File: src/rtl/charger_pkg.sv
// Shared encodings for the keypad scanner: FSM states, key codes and the matrix lookup.
// Imported by the scanner, its interface and the bench.
package charger_pkg;

   typedef enum logic [1:0] {
      ST_SCAN     = 2'd0,
      ST_DEBOUNCE = 2'd1,
      ST_HELD     = 2'd2,
      ST_RELEASE  = 2'd3
   } scan_state_e;

   localparam logic [3:0] KEY_A    = 4'd10;
   localparam logic [3:0] KEY_B    = 4'd11;
   localparam logic [3:0] KEY_C    = 4'd12;
   localparam logic [3:0] KEY_NONE = 4'd15;

   // '*', '#' and 'D' map to KEY_NONE: they are scanned but never drive an output.
   function automatic logic [3:0] key_code(input logic [1:0] row, input logic [1:0] col);
      logic [3:0] code;
      case ({row, col})
         4'h0:    code = 4'd1;
         4'h1:    code = 4'd2;
         4'h2:    code = 4'd3;
         4'h3:    code = KEY_A;
         4'h4:    code = 4'd4;
         4'h5:    code = 4'd5;
         4'h6:    code = 4'd6;
         4'h7:    code = KEY_B;
         4'h8:    code = 4'd7;
         4'h9:    code = 4'd8;
         4'hA:    code = 4'd9;
         4'hB:    code = KEY_C;
         4'hD:    code = 4'd0;
         default: code = KEY_NONE;
      endcase
      return code;
   endfunction

   function automatic logic is_digit(input logic [3:0] code);
      return code <= 4'd9;
   endfunction

   function automatic logic [1:0] first_low_row(input logic [3:0] rows_n);
      logic [1:0] idx;
      idx = 2'd0;
      for (int i = 3; i >= 0; i--) begin
         if (!rows_n[i]) idx = 2'(i);
      end
      return idx;
   endfunction

endpackage

File: src/rtl/keypad_scanner_if.sv
// Keypad pins plus the level outputs seen by the charge controller.
// No valid/ready: every output is a clean registered level; the consumer edge-detects.
interface keypad_scanner_if;
   import charger_pkg::*;

   logic [3:0]  row_n;
   logic [3:0]  col_n;
   logic [3:0]  key_value;
   logic        press;
   logic        start;
   logic        clear;
   logic        confirm;
   scan_state_e dbg_state;

   modport master (
      input  row_n,
      output col_n, key_value, press, start, clear, confirm, dbg_state
   );

   modport slave (
      output row_n,
      input  col_n, key_value, press, start, clear, confirm, dbg_state
   );

endinterface

File: src/rtl/keypad_sync.sv
// 4-bit two-flop synchronizer for the active-low keypad rows; idles at all-high.
module keypad_sync (
   input  logic       clk,
   input  logic       rst_n,
   input  logic [3:0] d_n,
   output logic [3:0] q_n
);

   logic [3:0] meta_q;
   logic [3:0] sync_q;

   always_ff @(posedge clk or negedge rst_n) begin
      if (!rst_n) begin
         meta_q <= 4'hF;
         sync_q <= 4'hF;
      end else begin
         meta_q <= d_n;
         sync_q <= meta_q;
      end
   end

   assign q_n = sync_q;

endmodule

File: src/rtl/keypad_scanner.sv
// 4x4 matrix keypad scanner with debounce, driving press/start/clear/confirm levels.
// Optional held-digit auto-repeat is enabled by defining KEY_REPEAT_EN.
module keypad_scanner
   import charger_pkg::*;
#(
   parameter int SCAN_DIV     = 1,
   parameter int DEBOUNCE_CYC = 20,
   parameter int REPEAT_CYC   = 500
) (
   input  logic             clk,
   input  logic             rst_n,
   keypad_scanner_if.master kif
);

   localparam int CNT_MAX = (DEBOUNCE_CYC > REPEAT_CYC) ? DEBOUNCE_CYC : REPEAT_CYC;
   localparam int CW      = $clog2(CNT_MAX) + 1;
   localparam int SW      = $clog2(SCAN_DIV) + 1;

   localparam logic [CW-1:0] DB_LAST   = CW'(DEBOUNCE_CYC - 1);
   localparam logic [CW-1:0] CNT_SAT   = '1;
   localparam logic [SW-1:0] SLOT_LAST = SW'(SCAN_DIV - 1);

   logic [3:0] row_s;

   keypad_sync u_sync (
      .clk   (clk),
      .rst_n (rst_n),
      .d_n   (kif.row_n),
      .q_n   (row_s)
   );

   scan_state_e   state_q, state_d;
   logic [1:0]    col_q, col_d;
   logic [3:0]    col_n_q, col_n_d;
   logic [1:0]    col_p1_q, col_p2_q;
   logic [1:0]    row_lat_q, row_lat_d;
   logic [SW-1:0] slot_q, slot_d;
   logic [CW-1:0] cnt_q, cnt_d;
   logic [3:0]    code_q, code_d;
   logic [3:0]    key_value_q, key_value_d;
   logic          press_q, press_d;
   logic          start_q, start_d;
   logic          clear_q, clear_d;
   logic          confirm_q, confirm_d;
`ifdef KEY_REPEAT_EN
   localparam logic [CW-1:0] REP_LAST = CW'(REPEAT_CYC - 1);
   logic [CW-1:0] rep_q, rep_d;
   logic [CW-1:0] rep_inc;
`endif

   logic          sample_valid;
   logic          any_low;
   logic          lat_low;
   logic          low_eff;
   logic [CW-1:0] cnt_inc;
   logic [3:0]    code_now;

   // A row sample reflects the column driven three clocks earlier (column flop
   // plus two sync flops); col_p2_q tracks which column that was.
   assign sample_valid = (col_p2_q == col_q);
   assign any_low      = ~&row_s;
   assign lat_low      = ~row_s[row_lat_q];
   // Samples still in flight from before the freeze do not count as a release.
   assign low_eff      = !sample_valid || lat_low;
   assign cnt_inc      = (cnt_q == CNT_SAT) ? cnt_q : cnt_q + 1'b1;
   assign code_now     = key_code(row_lat_q, col_q);
`ifdef KEY_REPEAT_EN
   assign rep_inc      = (rep_q == CNT_SAT) ? rep_q : rep_q + 1'b1;
`endif

   always_comb begin
      state_d     = state_q;
      col_d       = col_q;
      row_lat_d   = row_lat_q;
      slot_d      = slot_q;
      cnt_d       = cnt_q;
      code_d      = code_q;
      key_value_d = key_value_q;
      press_d     = press_q;
      start_d     = start_q;
      clear_d     = clear_q;
      confirm_d   = confirm_q;
`ifdef KEY_REPEAT_EN
      rep_d       = rep_q;
`endif
      unique case (state_q)
         ST_SCAN: begin
            if (slot_q == SLOT_LAST) begin
               slot_d = '0;
               if (any_low) begin
                  state_d   = ST_DEBOUNCE;
                  col_d     = col_p2_q;
                  row_lat_d = first_low_row(row_s);
                  cnt_d     = '0;
               end else begin
                  col_d = col_q + 2'd1;
               end
            end else begin
               slot_d = slot_q + 1'b1;
            end
         end
         ST_DEBOUNCE: begin
            if (!low_eff) begin
               state_d = ST_SCAN;
               col_d   = col_q + 2'd1;
               slot_d  = '0;
            end else if (cnt_q == DB_LAST) begin
               state_d   = ST_HELD;
               code_d    = code_now;
               start_d   = (code_now == KEY_A);
               clear_d   = (code_now == KEY_B);
               confirm_d = (code_now == KEY_C);
               if (is_digit(code_now)) begin
                  key_value_d = code_now;
                  press_d     = 1'b1;
               end
`ifdef KEY_REPEAT_EN
               rep_d = '0;
`endif
            end else begin
               cnt_d = cnt_inc;
            end
         end
         ST_HELD: begin
            if (sample_valid && !lat_low) begin
               state_d = ST_RELEASE;
               cnt_d   = '0;
               press_d = is_digit(code_q);
            end else begin
`ifdef KEY_REPEAT_EN
               // One-clock gap gives the controller a fresh rising edge.
               if (is_digit(code_q)) begin
                  if (rep_q == REP_LAST) begin
                     press_d = 1'b0;
                     rep_d   = '0;
                  end else begin
                     press_d = 1'b1;
                     rep_d   = rep_inc;
                  end
               end
`endif
            end
         end
         ST_RELEASE: begin
            if (low_eff) begin
               state_d = ST_HELD;
            end else if (cnt_q == DB_LAST) begin
               state_d   = ST_SCAN;
               col_d     = col_q + 2'd1;
               slot_d    = '0;
               press_d   = 1'b0;
               start_d   = 1'b0;
               clear_d   = 1'b0;
               confirm_d = 1'b0;
            end else begin
               cnt_d = cnt_inc;
            end
         end
         default: state_d = ST_SCAN;
      endcase
      col_n_d = ~(4'b0001 << col_d);
   end

   always_ff @(posedge clk or negedge rst_n) begin
      if (!rst_n) begin
         state_q     <= ST_SCAN;
         col_q       <= 2'd0;
         col_n_q     <= 4'b1110;
         col_p1_q    <= 2'd0;
         col_p2_q    <= 2'd0;
         row_lat_q   <= 2'd0;
         slot_q      <= '0;
         cnt_q       <= '0;
         code_q      <= KEY_NONE;
         key_value_q <= 4'd0;
         press_q     <= 1'b0;
         start_q     <= 1'b0;
         clear_q     <= 1'b0;
         confirm_q   <= 1'b0;
`ifdef KEY_REPEAT_EN
         rep_q       <= '0;
`endif
      end else begin
         state_q     <= state_d;
         col_q       <= col_d;
         col_n_q     <= col_n_d;
         col_p1_q    <= col_q;
         col_p2_q    <= col_p1_q;
         row_lat_q   <= row_lat_d;
         slot_q      <= slot_d;
         cnt_q       <= cnt_d;
         code_q      <= code_d;
         key_value_q <= key_value_d;
         press_q     <= press_d;
         start_q     <= start_d;
         clear_q     <= clear_d;
         confirm_q   <= confirm_d;
`ifdef KEY_REPEAT_EN
         rep_q       <= rep_d;
`endif
      end
   end

   assign kif.col_n     = col_n_q;
   assign kif.key_value = key_value_q;
   assign kif.press     = press_q;
   assign kif.start     = start_q;
   assign kif.clear     = clear_q;
   assign kif.confirm   = confirm_q;
   assign kif.dbg_state = state_q;

endmodule

File: src/flat_wrapper.sv
// flat-port wrapper written by rule: the top's interface ports become plain ports
module keypad_scanner_flat import charger_pkg::*;
#(
   parameter int SCAN_DIV     = 1,
   parameter int DEBOUNCE_CYC = 20,
   parameter int REPEAT_CYC   = 500
)
  (clk, rst_n, kif_row_n, kif_col_n, kif_key_value, kif_press, kif_start, kif_clear, kif_confirm, kif_dbg_state);
  keypad_scanner_if kif_i ();
  input  logic clk;
  input  logic rst_n;
  input wire logic [$bits(kif_i.row_n)-1:0] kif_row_n;
  output wire logic [$bits(kif_i.col_n)-1:0] kif_col_n;
  output wire logic [$bits(kif_i.key_value)-1:0] kif_key_value;
  output wire logic [$bits(kif_i.press)-1:0] kif_press;
  output wire logic [$bits(kif_i.start)-1:0] kif_start;
  output wire logic [$bits(kif_i.clear)-1:0] kif_clear;
  output wire logic [$bits(kif_i.confirm)-1:0] kif_confirm;
  output wire logic [$bits(kif_i.dbg_state)-1:0] kif_dbg_state;
  assign kif_i.row_n = kif_row_n;
  assign kif_col_n = kif_i.col_n;
  assign kif_key_value = kif_i.key_value;
  assign kif_press = kif_i.press;
  assign kif_start = kif_i.start;
  assign kif_clear = kif_i.clear;
  assign kif_confirm = kif_i.confirm;
  assign kif_dbg_state = kif_i.dbg_state;
  keypad_scanner #(.SCAN_DIV(SCAN_DIV), .DEBOUNCE_CYC(DEBOUNCE_CYC), .REPEAT_CYC(REPEAT_CYC)) u_core (.clk(clk), .rst_n(rst_n), .kif(kif_i));
endmodule
File: config.mk
export PLATFORM = sky130hd
export DESIGN_NAME = keypad_scanner_flat
export DESIGN_NICKNAME = d
export VERILOG_FILES = /design/src/rtl/charger_pkg.sv /design/src/rtl/keypad_scanner_if.sv /design/src/rtl/keypad_sync.sv /design/src/rtl/keypad_scanner.sv /design/src/flat_wrapper.sv
export SDC_FILE = /design/constraint.sdc
export NUM_CORES = 1
export LEC_CHECK = 0
export BUFFER_PORTS_ARGS = -buffer_cell sky130_fd_sc_hd__clkbuf_2
export CORE_MARGIN = 2
export CORE_UTILIZATION = 50
export CTS_CLUSTER_SIZE = 30
export DETAILED_ROUTE_END_ITERATION = 16
export PLACE_DENSITY = 0.69
export SETUP_SLACK_MARGIN = 0.15
export SLEW_MARGIN = 20
export SYNTH_ARGS = -nofsm -noshare
export SYNTH_HDL_FRONTEND = slang
export SYNTH_SLANG_ARGS = --single-unit
File: constraint.sdc
create_clock -name clk -period 2.9 [get_ports clk]
set_clock_uncertainty 0.05 [all_clocks]
set_input_delay 0.58 -clock clk [delete_from_list [all_inputs] [get_ports clk]]
set_output_delay 0.58 -clock clk [all_outputs]
set_load 0.05 [all_outputs]
==> summary.md <==
| Metric | Value |
|---|---|
| Status | `completed` |
| Gate Count Post-Synth | `about 200` |
| Root Driver | `clkbuf_8` |
| CTS tree | `done` |
| Synth Area in Compound Gates | `about 15%` |
| Leak | `1.075 nW` |
| Setup WS pre-CTS | `0.4422 ns` |
| Post-synthesis area per instance | `10.71 um^2` |
| Hold Slack | `0.3018 ns` |
| Clock Pin Slew Worst Setup and Hold Paths | `0.08 ns` |
| Main combinational cell family by area after synthesis | `simple AND/OR/NAND/NOR gates` |
| GRT Total Usage | `between 10% and 20%` |
| Crit-path max FO | `13` |
| Hold_sp | `u_core.col_p1_q[1]` |
| Post-CTS sizing | `0` |
| Clk Latency, worst-skew pair | `0.30 ns` |
| Setup violations, final | `0` |
| Area of the multi-input gates | `980.9 um^2` |
| Number of setup buffers added after CTS | `0` |
| Nets | `239` |
| Syn nets | `215` |
| Die area | `approximately 4900 um^2` |
| Max clock buf depth | `2` |
| Min cycle time layout | `2.491 ns` |
| Port Buffers | `19` |
| Final hold vios | `0` |
| Register Area | `1094 um^2` |
| Sequential area share after synthesis | `50.55%` |
| PD cells | `around 1000 nW/um^2` |
| Final Wtd Congestion | `0.7946` |
| First-pass GRT wire length | `7.162 mm` |
| PnR Total Power | `2.374 mW` |
| Cell with the most instances after synthesis | `dfrtp_1` |
| Largest area contributor in the netlist | `dfrtp_1` |
| Max IR drop VDD | `0.4826 mV` |
| HP Class | `flop to flop` |
| Slew HR | `39.60%` |
| Synthesis Warnings | `0` |
| EDFF count, synth | `0` |
| Post-synth ARST share | `100.0%` |
| Mux cell area share after synthesis | `under 10%` |
| CP Cell Sequence | `mux4_2 > a311o_1 > and3_4 > or4_1 > a21oi_1` |
| CP top delay family | `simple AND/OR/NAND/NOR gates` |
| H-tree depth | `2` |
| Non-Filler Instances | `between 200 and 300` |
| Layout area overhead | `11.16%` |
| Total clock sinks | `43` |
| Adder-Cell Fraction of Synth Area | `4.049%` |
| Share of cells above drive strength 1 | `26.87%` |
| Vias in the first global route | `1581` |
| CTS buffer count | `5` |
| Placed wire-length estimate | `3.024 mm` |
| Peak Freq | `between 0.4 and 0.5 GHz` |
| Via/cell ratio | `5.975` |
| CP Data Required Time | `3.08 ns` |
| Worst setup SP type | `flop` |
| Post-Place Cells | `269` |
| Io pins | `20` |
| First DRT Iteration DRCs | `69` |
| RSZ-0062 raised after global routing | `false` |
| Die Width | `around 70 um` |
| Synth top area cells | `dfrtp_1 (34%), dfstp_2 (17%), a21oi_1 (4.2%)` |
| Synth Flop Type | `dfrtp_1` |
| Post-Route WL | `around 4.2 mm` |
| Core ar. | `4086 um^2` |
| Setup TNS | `0 ns` |
| Synth Area in Simple Gates | `18.39%` |
| Post-synth top area share | `33.55%` |
| Largest net degree at the start of global routing | `44` |
| Initial Utilization | `52.94%` |
| CP Capture Type | `flop` |
| List of most frequent post-synthesis cells | `dfrtp_1 (29), a21oi_1 (18), dfstp_2 (14), nand2_1 (14), nor2_1 (14)` |
| Mapped Area | `roughly 2200 um^2` |
| CP max stage cell | `mux4_2` |
| Xor/xnor share of the synthesized area | `about 1.2%` |
| CP Class | `flop to flop` |
| #FFs+latches synth | `43` |
| Grt ovf | `0` |
| R2r startpoint | `u_core.row_lat_q[0]` |
| Worst slew pin tran | `0.9060 ns` |
| Synth unique cells | `about 50` |
| Vias | `1655` |
| Routed WL per cell | `15.18 um` |
| Setup ws final | `0.4091 ns` |
| Hold_buf cts | `0` |
| CP bufs+invs | `0` |
| Slew Viols, Final | `0` |
| Critical path's largest stage delay | `0.61 ns` |
| Row count | `23` |
| Antenna violations before repair | `0` |
| Die Y | `approximately 70 um` |
| # fillers | `roughly 350` |
| Critical path origin | `u_core.row_lat_q[0]` |
| Fin crit share | `a little under nine tenths` |
| Residual DRC | `0` |
| Ant. Diodes | `0` |
| Drt pass-1 iters | `4` |
| Worst Path Arrival | `between 2 and 3 ns` |
| Post-route ant nets | `0` |
| Max-cap violations | `0` |
[layout make-up]
type	instances	share of cell area [%]
flip-flops and latches	43	45.47
multi-input cells	145	40.79
repair buffers	23	5.203
clock buffers	5	2.862
well taps	50	2.601
clock inverters	3	1.821
inverters	8	1.249
[cells in the final DEF (no fill, tap or decap), types with 2 or more instances in the layout]
| master | Yosys | final |
|---|---|---|
| dfrtp_1 | 29 | 29 |
| mux2_2 | 7 | 7 |
| buf_4 | 1 | 4 |
| nand2_1 | 14 | 14 |
| ha_1 | 7 | 7 |
| nand3_1 | 9 | 9 |
| nor3_1 | 2 | 2 |
| nand4_1 | 7 | 7 |
| nor3b_1 | 3 | 3 |
| a21oi_1 | 18 | 18 |
| o31ai_1 | 3 | 3 |
| nor4_1 | 3 | 3 |
| xnor2_1 | 3 | 3 |
| and3_1 | 2 | 2 |
| a31oi_1 | 3 | 3 |
| clkbuf_2 | 0 | 18 |
| and2_1 | 2 | 2 |
| a311oi_1 | 2 | 2 |
| nor2_1 | 14 | 14 |
| clkbuf_8 | 1 | 5 |
| nand2b_1 | 2 | 2 |
| inv_1 | 8 | 8 |
| dfstp_2 | 14 | 14 |
| or4_1 | 2 | 2 |
| o21ai_0 | 9 | 9 |
| or3_1 | 5 | 5 |
| mux2i_1 | 5 | 5 |
[kinds of logic (layout without fill, tap and decap cells)]
kind of cell / after synthesis / in the layout
and+or+nand+nor: 73 / 73
AOI/OAI and AO/OA: 49 / 49
DFF: 43 / 43
buffers and inverters: 14 / 39
muxes: 13 / 13
adders and majority gates: 7 / 7
xor gates and xnor gates: 3 / 3
[layer usage]
metal | wire, um | up-vias | global-route usage, %
li1 | - | 793 | -
met1 | 1785 | 811 | 21.64
met2 | 2161 | 45 | 32.06
met3 | 184 | 6 | 5.378
met4 | 73 | 0 | 7.906
met5 | 0 | - | 0
[worst paths after layout]
| path | endpoint | slack (ns) | cells after the start |
|---|---|---|---|
| setup / recovery | u_core.cnt_q[3] | 0.41 | 5 |
| hold / removal | u_core.col_p2_q[1] | 0.30 | 0 |
| setup reg to reg | u_core.cnt_q[3] | 0.41 | 5 |
| hold reg to reg | u_core.col_p2_q[1] | 0.30 | 0 |
| max in group asynchronous | u_core.kif.confirm | 1.88 | 1 |
| min in group asynchronous | u_core.cnt_q[2] | 0.35 | 1 |
[power breakdown]
| part | internal (mW) | total, mW | leakage (nW) | switching, mW |
|---|---|---|---|---|
| clock network | 0.256 | 0.468 | 0.0581 | 0.211 |
| registers | 0.743 | 0.910 | 0.520 | 0.167 |
| logic | 0.377 | 0.996 | 0.497 | 0.619 |
[metrics by stage]
step | instance area (um^2) | util [%]
3_5_place_dp | 2292 | 56.09
4_1_cts | 2405 | 58.85
5_1_grt | 2405 | 58.85
2_1_floorplan | 2163 | -
3_3_place_gp | 2292 | 56.09
6_report | 2405 | 58.85
[flip-flops by register name (all words and copies together) (netlist names), named ones only]
| name | flops |
|---|---|
| u_core.kif.clear | 1 |
| u_core.col_q | 2 |
| u_core.u_sync.meta_q | 4 |
| u_core.col_p2_q | 2 |
| u_core.kif.col_n | 4 |
| u_core.col_p1_q | 2 |
| u_core.kif.start | 1 |
| u_core.row_lat_q | 2 |
| u_core.code_q | 3 |
| u_core.kif.confirm | 1 |
| u_core.kif.press | 1 |
| u_core.u_sync.q_n | 4 |
| u_core.cnt_q | 10 |
| u_core.kif.key_value | 4 |
| u_core.kif.dbg_state | 1 |
Power figures use the tool's default switching activity.
